==> config.mk <==
export PLATFORM = sky130hd
export DESIGN_NAME = bp_mc_req_mailbox
export DESIGN_NICKNAME = d
export VERILOG_FILES = /design/src/rtl/bp_mc_req_mailbox.sv
export SDC_FILE = /design/constraint.sdc
export NUM_CORES = 1
export LEC_CHECK = 0
export ABC_AREA = 1
export CAP_MARGIN = 20
export CORE_MARGIN = 2
export CORE_UTILIZATION = 60
export CTS_CLUSTER_SIZE = 28
export DETAILED_ROUTE_END_ITERATION = 8
export DONT_BUFFER_PORTS = 1
export MAX_ROUTING_LAYER = met4
export PLACE_DENSITY_LB_ADDON = 0.05
export SYNTH_ARGS = -nofsm -noshare
export SYNTH_HDL_FRONTEND = slang
export SYNTH_SLANG_ARGS = --single-unit
==> constraint.sdc <==
create_clock -name clk_i -period 6.9 [get_ports clk_i]
set_clock_uncertainty 0.05 [all_clocks]
set_input_delay 1.38 -clock clk_i [delete_from_list [all_inputs] [get_ports clk_i]]
set_output_delay 1.38 -clock clk_i [all_outputs]
set_load 0.05 [all_outputs]
==> src/rtl/bp_mc_req_mailbox.sv <==
// Word mailbox between the manycore request PISO and BP software: a circular word buffer
// drained through two MMIO registers (FIFO pop and entry count) with a single-outstanding response.
module bp_mc_req_mailbox #(
    parameter int word_width_p      = 64,
    parameter int els_p             = 16,
    parameter int mmio_addr_width_p = 24,
    parameter logic [mmio_addr_width_p-1:0] fifo_addr_p    = 'h0_5000,
    parameter logic [mmio_addr_width_p-1:0] entries_addr_p = 'h0_6000,
    localparam int ptr_w = $clog2(els_p),
    localparam int cnt_w = $clog2(els_p + 1)
) (
    input  logic                         clk_i,
    input  logic                         reset_i,
    input  logic [word_width_p-1:0]      req_data_i,
    input  logic                         req_v_i,
    output logic                         req_ready_and_o,
    input  logic                         mmio_v_i,
    input  logic                         mmio_we_i,
    input  logic [mmio_addr_width_p-1:0] mmio_addr_i,
    output logic                         mmio_ready_and_o,
    output logic [word_width_p-1:0]      mmio_data_o,
    output logic                         mmio_v_o,
    input  logic                         mmio_yumi_i,
    output logic [cnt_w-1:0]             entries_o,
    output logic                         irq_o
);

    typedef enum logic {
        IDLE = 1'b0,
        RESP = 1'b1
    } state_e;

    state_e                  r_state;
    state_e                  w_state_nxt;
    logic [word_width_p-1:0] r_mem [els_p];
    logic [ptr_w-1:0]        r_wr_ptr;
    logic [ptr_w-1:0]        r_rd_ptr;
    logic [cnt_w-1:0]        r_count;
    logic [cnt_w-1:0]        w_count_nxt;
    logic                    r_irq;
    logic [word_width_p-1:0] r_data;
    logic [word_width_p-1:0] w_resp_data;
    logic                    w_push;
    logic                    w_accept;
    logic                    w_pop;
    logic                    w_is_fifo;
    logic                    w_is_entries;
    logic                    w_empty;

    // Ready is a function of registered state only: a pop cannot free a slot for a same-cycle push.
    assign req_ready_and_o  = (r_count != cnt_w'(els_p));
    assign mmio_ready_and_o = (r_state == IDLE);
    assign mmio_v_o         = (r_state == RESP);
    assign mmio_data_o      = r_data;
    assign entries_o        = r_count;
    assign irq_o            = r_irq;

    assign w_empty      = (r_count == '0);
    assign w_is_fifo    = (mmio_addr_i == fifo_addr_p);
    assign w_is_entries = (mmio_addr_i == entries_addr_p);
    assign w_push       = req_v_i & req_ready_and_o;
    assign w_accept     = mmio_v_i & mmio_ready_and_o;
    assign w_pop        = w_accept & ~mmio_we_i & w_is_fifo & ~w_empty;

    always_comb begin
        w_resp_data = '0;
        if (!mmio_we_i) begin
            if (w_is_fifo && !w_empty) begin
                w_resp_data = r_mem[r_rd_ptr];
            end else if (w_is_entries) begin
                w_resp_data = word_width_p'(r_count);
            end
        end
    end

    always_comb begin
        w_count_nxt = r_count;
        if (w_push && !w_pop) begin
            w_count_nxt = r_count + cnt_w'(1);
        end else if (w_pop && !w_push) begin
            w_count_nxt = r_count - cnt_w'(1);
        end
    end

    always_comb begin
        w_state_nxt = r_state;
        case (r_state)
            IDLE:    if (mmio_v_i) w_state_nxt = RESP;
            RESP:    if (mmio_yumi_i) w_state_nxt = IDLE;
            default: w_state_nxt = IDLE;
        endcase
    end

    always_ff @(posedge clk_i or posedge reset_i) begin
        if (reset_i) begin
            r_state <= IDLE;
        end else begin
            r_state <= w_state_nxt;
        end
    end

    always_ff @(posedge clk_i or posedge reset_i) begin
        if (reset_i) begin
            r_wr_ptr <= '0;
            r_rd_ptr <= '0;
            r_count  <= '0;
            r_irq    <= 1'b0;
        end else begin
            if (w_push) r_wr_ptr <= r_wr_ptr + ptr_w'(1);
            if (w_pop)  r_rd_ptr <= r_rd_ptr + ptr_w'(1);
            r_count <= w_count_nxt;
            r_irq   <= (w_count_nxt >= cnt_w'(2));
        end
    end

    // Response word is captured at accept and held until software consumes it.
    always_ff @(posedge clk_i or posedge reset_i) begin
        if (reset_i) begin
            r_data <= '0;
        end else if (w_accept) begin
            r_data <= w_resp_data;
        end
    end

    always_ff @(posedge clk_i) begin
        if (w_push) begin
            r_mem[r_wr_ptr] <= req_data_i;
        end
    end

endmodule

-- Word-level counts from Yosys, hierarchy flattened
Memory sizes are Yosys's and may differ from the RTL's.
Cells that the tools add are included.
- input port bits: 94
- bits in registers: 79
- output and inout port bits: 73
- memory bits (writable): 1024
- memories kept: 1
- $lt $le $gt $ge: 1
- muxes and demuxes: 10
- reduce and logical (&&, ||, !) cells: 7
- $add $sub $neg: 4
- equality and inequality tests: 3
- bitwise gates (word level): 8
- memory list (memory ; depth ; width ; read ports ; clocked after memory_dff ; write ports ; RTL line ; RTL):
    r_mem ; 16 ; 64 ; 1 ; 0 ; 1 ; 35 ; logic [word_width_p-1:0] r_mem [els_p];
- operators by type and width (cell ; count):
    64-bit 2-to-1 mux ; 2
    24-bit by 15-bit equality test with 1-bit output (second input constant) ; 2
    5-bit 2-to-1 mux ; 3
    4-bit by 1-bit adder with 4-bit output (second input constant) ; 2
    5-bit by 1-bit adder with 5-bit output (second input constant) ; 1
    1-bit bitwise AND ; 5
    5-bit by 2-bit greater-or-equal comparator with 1-bit output (second input constant) ; 1
    5-bit logical NOT ; 1
    5-bit != test (second input constant) ; 1
    5-bit by 1-bit subtractor with 5-bit output (second input constant) ; 1
    1-bit 2-to-1 mux ; 4
    1-bit logical AND ; 3
    1-bit logical NOT ; 3
    1-bit inverter ; 3
    1-bit case mux with 2 select lines ; 1

-- Longest topological paths before layout
- word-level depth: 9
- depth in mapped cells: 14
- mapped depth without buffers: 14

-- Least setup slack after synthesis
OpenSTA, ideal clock, no wires.
- path type: input port to flip-flop
- from: input req_v_i
- to: memory r_mem[11][0], enable pin
- path buffers: 1
- path slack: 1.923 ns
- arrival: 4.440 ns
- library setup time: 0.486 ns
- cell stages on the path: 5
- path through: nand2_4 -> inv_2 -> buf_6 -> nand2_1 -> nor2_1
- word-level cells in the longest chain between the ends: 3
- ends and longest elaborated chain (element ; RTL line ; RTL):
    start, declared ; 15 ; input logic req_v_i,
    1-bit bitwise AND ; 61 ; assign w_push = req_v_i & req_ready_and_o;
    1-bit 2-to-1 mux ; 126 ; if (w_push) begin
    1-bit 2-to-1 mux (implied by the code) ; 127 ; r_mem[r_wr_ptr] <= req_data_i;
    end, declared ; 35 ;
No other way between the ends.

-- Final worst setup path
- from: register r_rd_ptr[0]
- to: register r_data[0] (netlist: mmio_data_o[0])
- word-level cells in the longest chain between the ends: 3
- ends and longest elaborated chain (element ; RTL line ; RTL):
    start, declared ; 37 ; logic [ptr_w-1:0] r_rd_ptr;
    start signal, assigned ; 110 ; if (w_pop) r_rd_ptr <= r_rd_ptr + ptr_w'(1);
    memory 16 x 64 bit ; -- ;
    64-bit 2-to-1 mux ; 68 ; if (w_is_fifo && !w_empty) begin
    64-bit 2-to-1 mux ; 67 ; if (!mmio_we_i) begin
    end signal, assigned ; 121 ; r_data <= w_resp_data;
    end, declared ; 41 ; logic [word_width_p-1:0] r_data;
No other way between the ends.
A chain may end at the register's enable or synchronous reset.

==> results.ini <==
[sta]
fmax_mhz=255
min_period_ps=3920
tns_ps=0
maxSlewHeadroom_pct=15.3
rsz0062_at_grt=no
drv_slew=0
tightestPinTransition_ps=1270
post-route-period-util_pct=56.8
setup_viol=0
hold_viol=0
whs_ps=598

[synthesis]
ys_types=32
synth.avg_cell_area_um2=12.9
yosysTopAreaCell=edfxtp_1
yosysSeqAreaShare_pct=74.9
synth_top_area_share_pct=70.4
synth_area_mm2=0.0437
syn_nets=3491
syn_inst=3390
ys_seq_elements=1103
synthTopCellsByArea=edfxtp_1, nand2_1, nand3_1
yosys_warnings=0

[floorplanning]
core-area_mm2=0.0719
fp.dieH_um=274
io_pins=167
start_util_pct=60.8
dieArea_mm2=0.0750
rows=98
fp.dieW_um=274

[power]
p_leak_uw=0.0167
p_per_area_mw_per_mm2=314
ir_worst_vdd_mv=0.266

[placement]
gp_congestion=0.836
place_area_mm2=0.0444
hpwlAfterDp_mm=53.1
port_buffers=0

[route]
route.met3.wl_mm=9.32
ant_nets=0
routedWlPerCell_um=24.9
drt_iter0_markers=3068
drc_errors=0
vias_per_cell=6.21
drt_first_pass_iters=6
drt-total-wl_mm=109
routed.top_layer=met4
routed-via-count=27171
wl_met2_mm=52.0
met1Wirelength_mm=44.7

[clock_network]
post_cts.repair.setup_buffers=0
cts_hold_buf=0
path_clk_slew_ps=60
root_buffer=clkbuf_16
clk_latency_ps=670
cts_max_level=3
cts_sinks=1103
cts_made_buffers=110
cts_resized=0
cts_buffer_depth=3
cts_tree=built

[finish]
drive_gt1_share_pct=7.65
fillers=5183
final_util_pct=67.0
nets=3429
area_growth_pct=10.1
fin_area_mm2=0.0481

[flow_run]
maxCapViolations=0

[global_routing]
grt_pass1_wl_mm=164
first_global_vias=26829
overflow=0
grt_max_degree=312
antenna_found_initial=2
grtUsageTotal_pct=30.3

[setup_path]
critPathSlowestCell=buf_4
worstPathRequired_ps=7450
slowest_delay_ps=850
cp_data_arrival_time_ps=4470
cpMostUsedCell=nand2_1
critical_path_buf_inv_count=3
path_max_fanout=255
cp-end-kind=flop
path_cells=inv_16, buf_16, buf_4, nand2_1, nand3_1, nand3_1, nand3_1, nand2_1, nand2_1, nand2_1, nand2_1
cp-start-kind=flop
crit_type=flop to flop
crit_family=buffers and inverters

[run_status]
status=complete, no violations

[hold_path]
hold_path.class=flop to flop

-- placed cells by master, fill, tap and decap left out, types with 24 or more instances in the layout --
master,instances
nand2_1,1031
edfxtp_1,1024
nand3_1,493
a21oi_1,177
o211ai_1,118
clkbuf_16,115
dfrtp_1,75
a22o_1,60
a32o_1,59
buf_4,47
clkbuf_1,29
clkinv_2,26
inv_1,25
nor2_1,24
-- area by class of cell --
class | count | area [um2] | share of cell area (%)
well taps | 950 | 1190 | 2.47
clock inverters | 53 | 503 | 1.05
inverters | 35 | 169 | 0.351
repair buffers | 52 | 460 | 0.957
clock buffers | 156 | 3150 | 6.55
multi-input cells | 2026 | 9910 | 20.6
diodes | 1 | 2.50 | 0.00520
flip-flops and latches | 1103 | 32700 | 68.0
-- sequential cells by signal (all words and copies together), names as in the netlist --
register	flops
entries_o	5
mmio_data_o	64
r_mem	1024
r_rd_ptr	4
mmio_v_o	1
irq_o	1
r_wr_ptr	4
-- synth_stat cells --
cell type / instances
a21oi_1: 177
a22o_1: 60
a32o_1: 59
buf_1: 26
buf_2: 113
buf_4: 13
buf_6: 2
clkbuf_1: 72
clkinv_2: 1
dfrtp_1: 79
edfxtp_1: 1024
ha_1: 7
inv_1: 28
inv_2: 5
inv_4: 1
nand2_1: 1032
nand2_2: 2
nand2_4: 2
nand3_1: 493
nand3_2: 2
nand3_4: 1
nand4_1: 7
nor2_1: 40
nor2_2: 1
nor2_4: 3
nor3_1: 2
o211ai_1: 118
o21ai_0: 5
o31ai_1: 4
or2_1: 1
or2_2: 1
xor2_1: 9
-- through the flow --
stage	total power, uW	worst slack, ps	instances
floorplan	8850	1920	3390
detailed placement	9280	2890	4164
CTS	15200	3050	4373
global placement	9250	2980	4164
finish	15100	2980	4376
global route	15600	2750	4376
-- cells by family after synthesis --
logic type	Yosys count	share of synthesized area, %
AO/OA/AOI/OAI	423	6.74
adder cells (fa/ha/maj)	7	0.200
buffers and inverters	261	2.72
XOR/XNOR	9	0.180
flip-flops	1103	74.9
AND/OR/NAND/NOR	1587	15.3
-- where the power goes --
part | internal, uW | switching, uW | total, uW
logic | 209 | 768 | 977
clock network | 3510 | 2470 | 5980
registers | 7960 | 210 | 8170
-- worst register-to-register path, stage by stage, from the launching register on --
cell     delay, ps
dfrtp_4        780
inv_16         390
buf_16         640
buf_4         1080
nand2_1        170
nand3_1        120
nand3_1        110
nand3_1        150
nand2_1        150
nand2_1         80
nand2_1         50
nand2_1         80
-- metal layers --
metal	vias up	track usage, %
met1	13577	40.9
li1	12226	-
met2	1174	47.3
met4	0	9.65
met3	194	5.48
met5	-	-
-- final timing paths --
kind                        startpoint  slack, ps         endpoint  cells past startpoint
setup / recovery           r_rd_ptr[0]       2980   mmio_data_o[0]                     11
hold / removal             r_wr_ptr[3]        600      r_wr_ptr[3]                      2
setup reg to reg           r_rd_ptr[0]       2980   mmio_data_o[0]                     11
hold reg to reg            r_wr_ptr[3]        600      r_wr_ptr[3]                      2
max in group asynchronous      reset_i       4860      r_rd_ptr[0]                      2
min in group asynchronous      reset_i        720  mmio_data_o[24]                      1
Note: power is estimated with default switching activity, not from simulation.
